===== src/rtl/count_day_if.sv =====
// rtl/count_day_if.sv - day counter bus: advance/load controls, month context, day outputs
interface count_day_if;
  logic       en_d;
  logic [1:0] month_ten;
  logic [3:0] month_unit;
  logic       leap;
  logic       ld;
  logic [1:0] ld_day_ten;
  logic [3:0] ld_day_unit;
  logic [1:0] day_ten;
  logic [3:0] day_unit;
  logic       pulse_d;

  modport master (
    output en_d, month_ten, month_unit, leap, ld, ld_day_ten, ld_day_unit,
    input  day_ten, day_unit, pulse_d
  );

  modport slave (
    input  en_d, month_ten, month_unit, leap, ld, ld_day_ten, ld_day_unit,
    output day_ten, day_unit, pulse_d
  );
endinterface


===== src/rtl/count_day.sv =====
// rtl/count_day.sv - BCD day-of-month counter with month-length wrap and month carry pulse
module count_day #(
  parameter logic [1:0] RST_DAY_TEN  = 2'd0,
  parameter logic [3:0] RST_DAY_UNIT = 4'd1,
  parameter bit         LEAP_EN      = 1'b1
) (
  input logic         clk,
  input logic         rst,
  count_day_if.slave  bus
);

  logic [1:0] day_ten_q, day_ten_nxt;
  logic [3:0] day_unit_q, day_unit_nxt;
  logic       pulse_q, pulse_nxt;

  logic [5:0] dim;
  logic [1:0] dim_ten;
  logic [3:0] dim_unit;
  logic [5:0] day_bin;
  logic [5:0] ld_bin;
  logic       ld_ok;

  // Month length; any month code outside 01..12 is treated as a 31-day month.
  always_comb begin
    dim      = 6'd31;
    dim_ten  = 2'd3;
    dim_unit = 4'd1;
    case ({bus.month_ten, bus.month_unit})
      6'h04, 6'h06, 6'h09, 6'h11: begin
        dim      = 6'd30;
        dim_ten  = 2'd3;
        dim_unit = 4'd0;
      end
      6'h02: begin
        dim_ten = 2'd2;
        if (LEAP_EN && bus.leap) begin
          dim      = 6'd29;
          dim_unit = 4'd9;
        end else begin
          dim      = 6'd28;
          dim_unit = 4'd8;
        end
      end
      default: begin
        dim      = 6'd31;
        dim_ten  = 2'd3;
        dim_unit = 4'd1;
      end
    endcase
  end

  always_comb begin
    day_bin = 6'(day_ten_q) * 6'd10 + 6'(day_unit_q);
    ld_bin  = 6'(bus.ld_day_ten) * 6'd10 + 6'(bus.ld_day_unit);
    ld_ok   = (ld_bin != 6'd0) && (bus.ld_day_unit <= 4'd9);
  end

  // Load wins over the tick; a tick arriving with a load is simply lost.
  always_comb begin
    day_ten_nxt  = day_ten_q;
    day_unit_nxt = day_unit_q;
    pulse_nxt    = 1'b0;
    if (bus.ld) begin
      if (ld_ok) begin
        if (ld_bin > dim) begin
          day_ten_nxt  = dim_ten;
          day_unit_nxt = dim_unit;
        end else begin
          day_ten_nxt  = bus.ld_day_ten;
          day_unit_nxt = bus.ld_day_unit;
        end
      end
    end else if (bus.en_d) begin
      // >= rather than == so a day stranded past a shorter month still wraps.
      if (day_bin >= dim) begin
        day_ten_nxt  = 2'd0;
        day_unit_nxt = 4'd1;
        pulse_nxt    = 1'b1;
      end else if (day_unit_q == 4'd9) begin
        day_ten_nxt  = day_ten_q + 2'd1;
        day_unit_nxt = 4'd0;
      end else begin
        day_unit_nxt = day_unit_q + 4'd1;
      end
    end
  end

  always_ff @(posedge clk or posedge rst) begin
    if (rst) begin
      day_ten_q  <= RST_DAY_TEN;
      day_unit_q <= RST_DAY_UNIT;
      pulse_q    <= 1'b0;
    end else begin
      day_ten_q  <= day_ten_nxt;
      day_unit_q <= day_unit_nxt;
      pulse_q    <= pulse_nxt;
    end
  end

  assign bus.day_ten  = day_ten_q;
  assign bus.day_unit = day_unit_q;
  assign bus.pulse_d  = pulse_q;

endmodule


===== src/flat_wrapper.sv =====
// flat-port wrapper written by rule: the top's interface ports become plain ports
module count_day_flat 
#(
  parameter logic [1:0] RST_DAY_TEN  = 2'd0,
  parameter logic [3:0] RST_DAY_UNIT = 4'd1,
  parameter bit         LEAP_EN      = 1'b1
)
  (clk, rst, bus_en_d, bus_month_ten, bus_month_unit, bus_leap, bus_ld, bus_ld_day_ten, bus_ld_day_unit, bus_day_ten, bus_day_unit, bus_pulse_d);
  count_day_if bus_i ();
  input logic clk;
  input logic rst;
  input wire logic [$bits(bus_i.en_d)-1:0] bus_en_d;
  input wire logic [$bits(bus_i.month_ten)-1:0] bus_month_ten;
  input wire logic [$bits(bus_i.month_unit)-1:0] bus_month_unit;
  input wire logic [$bits(bus_i.leap)-1:0] bus_leap;
  input wire logic [$bits(bus_i.ld)-1:0] bus_ld;
  input wire logic [$bits(bus_i.ld_day_ten)-1:0] bus_ld_day_ten;
  input wire logic [$bits(bus_i.ld_day_unit)-1:0] bus_ld_day_unit;
  output wire logic [$bits(bus_i.day_ten)-1:0] bus_day_ten;
  output wire logic [$bits(bus_i.day_unit)-1:0] bus_day_unit;
  output wire logic [$bits(bus_i.pulse_d)-1:0] bus_pulse_d;
  assign bus_i.en_d = bus_en_d;
  assign bus_i.month_ten = bus_month_ten;
  assign bus_i.month_unit = bus_month_unit;
  assign bus_i.leap = bus_leap;
  assign bus_i.ld = bus_ld;
  assign bus_i.ld_day_ten = bus_ld_day_ten;
  assign bus_i.ld_day_unit = bus_ld_day_unit;
  assign bus_day_ten = bus_i.day_ten;
  assign bus_day_unit = bus_i.day_unit;
  assign bus_pulse_d = bus_i.pulse_d;
  count_day #(.RST_DAY_TEN(RST_DAY_TEN), .RST_DAY_UNIT(RST_DAY_UNIT), .LEAP_EN(LEAP_EN)) u_core (.clk(clk), .rst(rst), .bus(bus_i));
endmodule

===== config.mk =====
export PLATFORM = sky130hd
export DESIGN_NAME = count_day_flat
export DESIGN_NICKNAME = d
export VERILOG_FILES = /design/src/rtl/count_day_if.sv /design/src/rtl/count_day.sv /design/src/flat_wrapper.sv
export SDC_FILE = /design/constraint.sdc
export NUM_CORES = 1
export LEC_CHECK = 0
export BUFFER_PORTS_ARGS = -buffer_cell sky130_fd_sc_hd__buf_4
export CELL_PAD_IN_SITES_DETAIL_PLACEMENT = 2
export CELL_PAD_IN_SITES_GLOBAL_PLACEMENT = 2
export CORE_MARGIN = 2
export CORE_UTILIZATION = 27
export DETAILED_ROUTE_END_ITERATION = 8
export PLACE_DENSITY = 0.71
export SKIP_LAST_GASP = 1
export SYNTH_ARGS = -nofsm -noshare
export SYNTH_HDL_FRONTEND = slang
export SYNTH_SLANG_ARGS = --single-unit
export TNS_END_PERCENT = 100

===== constraint.sdc =====
create_clock -name clk -period 2.4 [get_ports clk]
set_clock_uncertainty 0.15 [all_clocks]
set_input_delay 0.24 -clock clk [delete_from_list [all_inputs] [get_ports clk]]
set_output_delay 0.24 -clock clk [all_outputs]
set_load 0.05 [all_outputs]

==> run metrics, run 1 <==
EDFF count, synth=0; post-synthesis async set-or-reset flop share=1.000; total CTS buffers=3; CTS sink count=7; hpwl dp=2898 µm; Fin. Hold Viols=0; fraction of power consumed by sequential logic=0.148; Hold EP=u_core.bus.pulse_d; status=complete, but fails checks; combinational power share=0.780; switch share=0.5199; clk slew on worst S/H paths=0.06 ns; Final setup viols=2; Fill cells=386; layout cell share with drive strength beyond 1=0.4557; TritonRoute pass-1 iters=4; Post-Syn Instances=110; area grow syn2layout=59.31%; P_leak=0.6525 nW; worst reg2reg path depth=9; setup slack at placement=-0.2409 ns; top post-synthesis cells by area=dfrtp_1, ha_1, a21oi_1, inv_1, fa_1; WHS Path Cells=2; RSZ-0062 raised after global routing=yes; drt wl/cell=17.09 µm; vias per cell=5.260; VDD IR max=0.3138 mV; Max-slew headroom=0.6494; dpl cells=199; H-tree depth=1; Die Wd=61.96 µm; register area share after synthesis=0.1945; fin cells=204; routability cong.=0.8026; Worst R2R Start=u_core.bus.day_unit[1]; syn_area_per_cell=8.247 µm²; Syn Nets=141; Clock Tree Buf Depth=2; Switch Pwr=0.0008184 W; Final period util=1.009; Startpoint Class=register; initial DRC count=16; Top FF cell, synth=dfrtp_1; number of global-route vias before repair=1,159; crit-path max FO=6; pins over their slew limit=0; root buf cell=clkbuf_4; Tot GR Track Use=0.1897; Power Total=0.001574 W; storage element area=183.9 µm²; Post-DRT Antenna Nets=0; Rows=21; WL final=3487 µm; number of buffers added on ports=23; detailed-route DRC error count=0; grt ovf=0; Synth top area share=0.1655; CTS tree=done; Crit. End Element=register; Setup Buffers After CTS=0; largest net degree at the start of global routing=12; commonest cells after routing, fill and taps aside=buf_4, inv_1, ha_1; Setup TNS Final=-0.03742 ns; Final nets=190; RR Endpoint=u_core.bus.day_unit[2]; CP required=2.38 ns; diode count=0; die extent in y=61.96 µm; crit path kind=register to register; commonest non-fill, non-tap cell in the layout=buf_4; Yosys reg bits=7; P_int=0.0007557 W; P per Cell Area=1089 mW/mm²; post-synth cell types=39; largest area contributor in the netlist=dfrtp_1; area taken by multi-input logic gates=792.0 µm²; first-pass GRT wire length=5271 µm; crit path from=u_core.bus.day_unit[1]; initial antenna violation count=0; Tmin final=2.421 ns; die area=0.003839 mm²; pin slew with the least headroom to its limit=0.5204 ns; Clk Latency, worst-skew pair=0.26 ns; Worst EP arrival=2.40 ns; Clock Power Share=0.073; Core Region=0.003284 mm²; PnR worst setup slack=-0.02071 ns; I/O Pins=24; Netlist Area Pre-Place=907.1 µm²; Core Util, Final=0.4400; Max-cap violations=0; Initial Util=0.2762; upper clock frequency limit=0.4131 GHz; hold crit path type=input port to register; via count=1,073; violated checks=setup timing; min-delay src=bus_ld; R2R setup slack=-0.02 ns; Ys Warns=0
flip-flops by register name, indices dropped and copies added (netlist names):
name / cells
u_core.bus.pulse_d: 1
u_core.bus.day_unit: 4
u_core.bus.day_ten: 2
through the flow:
stage | instance area (µm²) | hold WS [ns]
floorplan | 952.2 | -0.1075
global placement | 1335 | 0.04189
finish | 1445 | 0.06118
detailed placement | 1335 | 0.04850
global route | 1445 | 0.06259
CTS | 1401 | 0.06179
power groups by stage:
stage | logic (W) | clock network (W) | registers (W)
after floorplan | 0.000472 | 0 | 0.000431
after global placement | 0.00103 | 0 | 0.000230
after detailed placement | 0.00109 | 0 | 0.000231
after CTS | 0.00117 | 0.000115 | 0.000229
after global routing | 0.00134 | 0.000124 | 0.000239
final | 0.00123 | 0.000115 | 0.000232
layer usage:
layer | GRT usage | vias to the layer above | wire [µm]
met5 | 0 | - | 0
met4 | 0.05471 | 0 | 29
met3 | 0.02277 | 4 | 142
met2 | 0.3824 | 31 | 1951
met1 | 0.2008 | 530 | 1364
li1 | - | 508 | -
cell families (layout without fill, tap and decap cells):
family / count (synthesis) / after routing / synth area share
fa+ha+maj: 14 / 14 / 0.2097
simple gates: 30 / 30 / 0.1683
buf+inv: 13 / 61 / 0.05516
xor+xnor: 3 / 3 / 0.02897
flops: 7 / 7 / 0.1945
mux: 1 / 1 / 0.01103
compound gates: 42 / 42 / 0.3324
worst max path at each step:
stage | endpoint | slack [ns]
3_3_place_gp | u_core.bus.day_unit[0] | -0.15
2_1_floorplan | u_core.bus.day_unit[3] | -0.05
6_report | u_core.bus.day_unit[2] | -0.02
3_5_place_dp | u_core.bus.day_unit[1] | -0.24
4_1_cts | u_core.bus.day_unit[2] | -0.008
5_1_grt | u_core.bus.day_unit[1] | -0.15
worst max-delay path: stages, from the launching register on:
cell,delay [ns]
dfrtp_2,0.43
ha_4,0.17
fa_2,0.36
xor2_1,0.19
nand2_2,0.11
o31ai_4,0.25
a31oi_2,0.13
buf_4,0.19
a32oi_1,0.18
o22ai_1,0.12
cell type report:
class | instances | share of cell area
repair buffers | 45 | 0.2355
inverters | 12 | 0.03117
clock buffers | 4 | 0.01818
flip-flops and latches | 7 | 0.1273
well taps | 46 | 0.03983
multi-input cells | 90 | 0.5481
synthesized netlist by cell type, drive strengths merged (3+ instances only):
library cell / instances
a21oi: 11
and3: 3
dfrtp: 6
ha: 12
inv: 12
nand2: 6
nand3: 5
nor2: 6
nor3: 3
o211ai: 3
o21ai: 8
timing repair:
item,in CTS,in global routing
endpoints found under the hold margin,6,0
pin swaps,6,5
endpoints found under the setup margin,2,7
hold buffers,1,0
resized for setup,6,8
Power figures use the tool's default switching activity.
==> inputs of run 2 (changes only) <==
SETUP_SLACK_MARGIN = 0.02   (was unset)
==> run 2 against run 1 <==
Compared with the run above: combinational power about the same; largest power group unchanged; via count unchanged; non-clock buffer count unchanged; design area unchanged; the run still ends with setup timing left; total power about the same; global-route usage unchanged; wire length unchanged; clock-buffer cell count unchanged.
==> run metrics, run 2 (same netlist as run 1, synthesis figures left out) <==
RR Endpoint=u_core.bus.day_unit[2]; number of buffers and inverters on the critical path=1 (unchanged); Rows=21 (unchanged); Crit. End Element=register; Tmin final=2.421 ns (unchanged); upper clock frequency limit=0.4131 GHz (unchanged); first-pass GRT wire length=5271 µm (unchanged); worst reg2reg path depth=9 (unchanged); clk slew on worst S/H paths=0.06 ns (about the same); detailed-route DRC error count=0 (unchanged); Fin. Hold Viols=0 (unchanged); largest net degree at the start of global routing=12 (unchanged); number of global-route vias before repair=1,159 (unchanged); Final nets=190 (unchanged); PnR worst setup slack=-0.02071 ns (unchanged); Hold EP=u_core.bus.pulse_d; VDD IR max=0.3138 mV (about the same); P_int=0.0007557 W (unchanged); I/O Pins=24 (unchanged); P_leak=0.6525 nW (unchanged); hpwl dp=2898 µm (unchanged); Worst EP arrival=2.40 ns (about the same); Switch Pwr=0.0008184 W (about the same); Initial Util=0.2762 (unchanged); dpl cells=199 (unchanged); WL final=3487 µm (unchanged); combinational power share=0.780 (about the same); fin cells=204 (unchanged); H-tree depth=1 (unchanged); Worst R2R Start=u_core.bus.day_unit[1]; fraction of power consumed by sequential logic=0.148 (about the same); grt ovf=0 (unchanged); Max-cap violations=0 (unchanged); Die Wd=61.96 µm (unchanged); CP max stage delay=0.43 ns (about the same); Post-DRT Antenna Nets=0 (unchanged); Clock Tree Buf Depth=2 (unchanged); drt wl/cell=17.09 µm (unchanged); CP max-delay cell=dfrtp_2; Max-slew headroom=0.6494 (unchanged); root buf cell=clkbuf_4; violated checks=setup timing; die extent in y=61.96 µm (unchanged); Final setup viols=2 (unchanged); die area=0.003839 mm² (unchanged); hold crit path type=input port to register; Core Region=0.003284 mm² (unchanged); Final period util=1.009 (unchanged); CTS sink count=7 (unchanged); TritonRoute pass-1 iters=4 (unchanged); RSZ-0062 raised after global routing=yes; vias per cell=5.260 (unchanged); area grow syn2layout=59.31% (unchanged); status=complete, but fails checks; switch share=0.5199 (about the same); R2R setup slack=-0.02 ns (about the same); pins over their slew limit=0 (unchanged); max reg flops=4 (unchanged); crit path kind=register to register; CP Cell Sequence=ha_4, fa_2, xor2_1, nand2_2, o31ai_4, a31oi_2, buf_4, a32oi_1, o22ai_1; commonest non-fill, non-tap cell in the layout=buf_4; P per Cell Area=1089 mW/mm² (about the same); crit-path max FO=6 (unchanged); number of buffers added on ports=23 (unchanged); initial DRC count=16 (unchanged); Clock Power Share=0.073 (about the same); diode count=0 (unchanged); Power Total=0.001574 W (about the same); total CTS buffers=3 (unchanged); CP required=2.38 ns (about the same); Largest delay share family, worst path=compound AO/OA/AOI/OAI gates; commonest cells after routing, fill and taps aside=buf_4, inv_1, ha_1; Clk Latency, worst-skew pair=0.26 ns (about the same); WHS Path Cells=2 (unchanged); Startpoint Class=register; CTS tree=done; pin slew with the least headroom to its limit=0.5204 ns (unchanged); min-delay src=bus_ld; via count=1,073 (unchanged); initial antenna violation count=0 (unchanged); layout cell share with drive strength beyond 1=0.4557 (unchanged); Tot GR Track Use=0.1897 (unchanged); routability cong.=0.8026 (unchanged); crit path from=u_core.bus.day_unit[1]
-- run 2: cell counts in the layout (fill, tap and decap cells not counted) --
Identical to the previous run, type by type.
-- run 2: worst max-delay path by stage --
stage | to | cells after the start
2_1_floorplan | u_core.bus.day_unit[3] | 8
3_3_place_gp | u_core.bus.day_unit[0] | 9
3_5_place_dp | u_core.bus.day_unit[1] | 12
4_1_cts | u_core.bus.day_unit[2] | 9
5_1_grt | u_core.bus.day_unit[1] | 9
6_report | u_core.bus.day_unit[2] | 9
-- run 2: stage by stage --
stage	util	hold slack (ns)	worst slack [ns]	TNS, ns	instance area, µm²
finish	0.4400	0.06118	-0.02071	-0.03742	1445
detailed placement	0.4065	0.04850	-0.2409	-1.478	1335
floorplan	-	-0.1075	-0.05261	-0.05261	952.2
global placement	0.4065	0.04189	-0.1538	-0.8255	1335
global route	0.4400	0.06259	-0.1482	-0.5927	1445
CTS	0.4267	0.06179	-0.008104	-0.008104	1401
-- run 2: power by group through the flow --
stage	combinational (W)	sequential [W]	clock [W]
finish	0.00123	0.000232	0.000115
global route	0.00134	0.000239	0.000124
CTS	0.00117	0.000229	0.000115
detailed placement	0.00109	0.000231	0
global placement	0.00103	0.000230	0
floorplan	0.000472	0.000431	0
-- run 2: metal layers --
| layer | track usage | vias to the layer above | part of all wire |
|---|---|---|---|
| li1 | - | 508 | - |
| met1 | 0.2008 | 530 | 0.39 |
| met2 | 0.3824 | 31 | 0.56 |
| met3 | 0.02277 | 4 | 0.041 |
| met4 | 0.05471 | 0 | 0.0083 |
| met5 | 0 | - | 0 |
-- run 2: what timing repair did --
item / CTS / global route
resized for setup: 6 / 8
gates cloned: 0 / 0
setup endpoints to repair: 3 / 7
buffers inserted: 0 / 0
endpoints found under the hold margin: 6 / 0
hold buffers: 1 / 0
pin swaps: 6 / 5
-- run 2: final cells by class --
type                    instances  area [µm²]
fillers                       386        1839
multi-input cells              90       792.0
repair buffers                 45       340.3
flip-flops and latches          7       183.9
well taps                      46       57.56
inverters                      12       45.04
clock buffers                   4       26.28
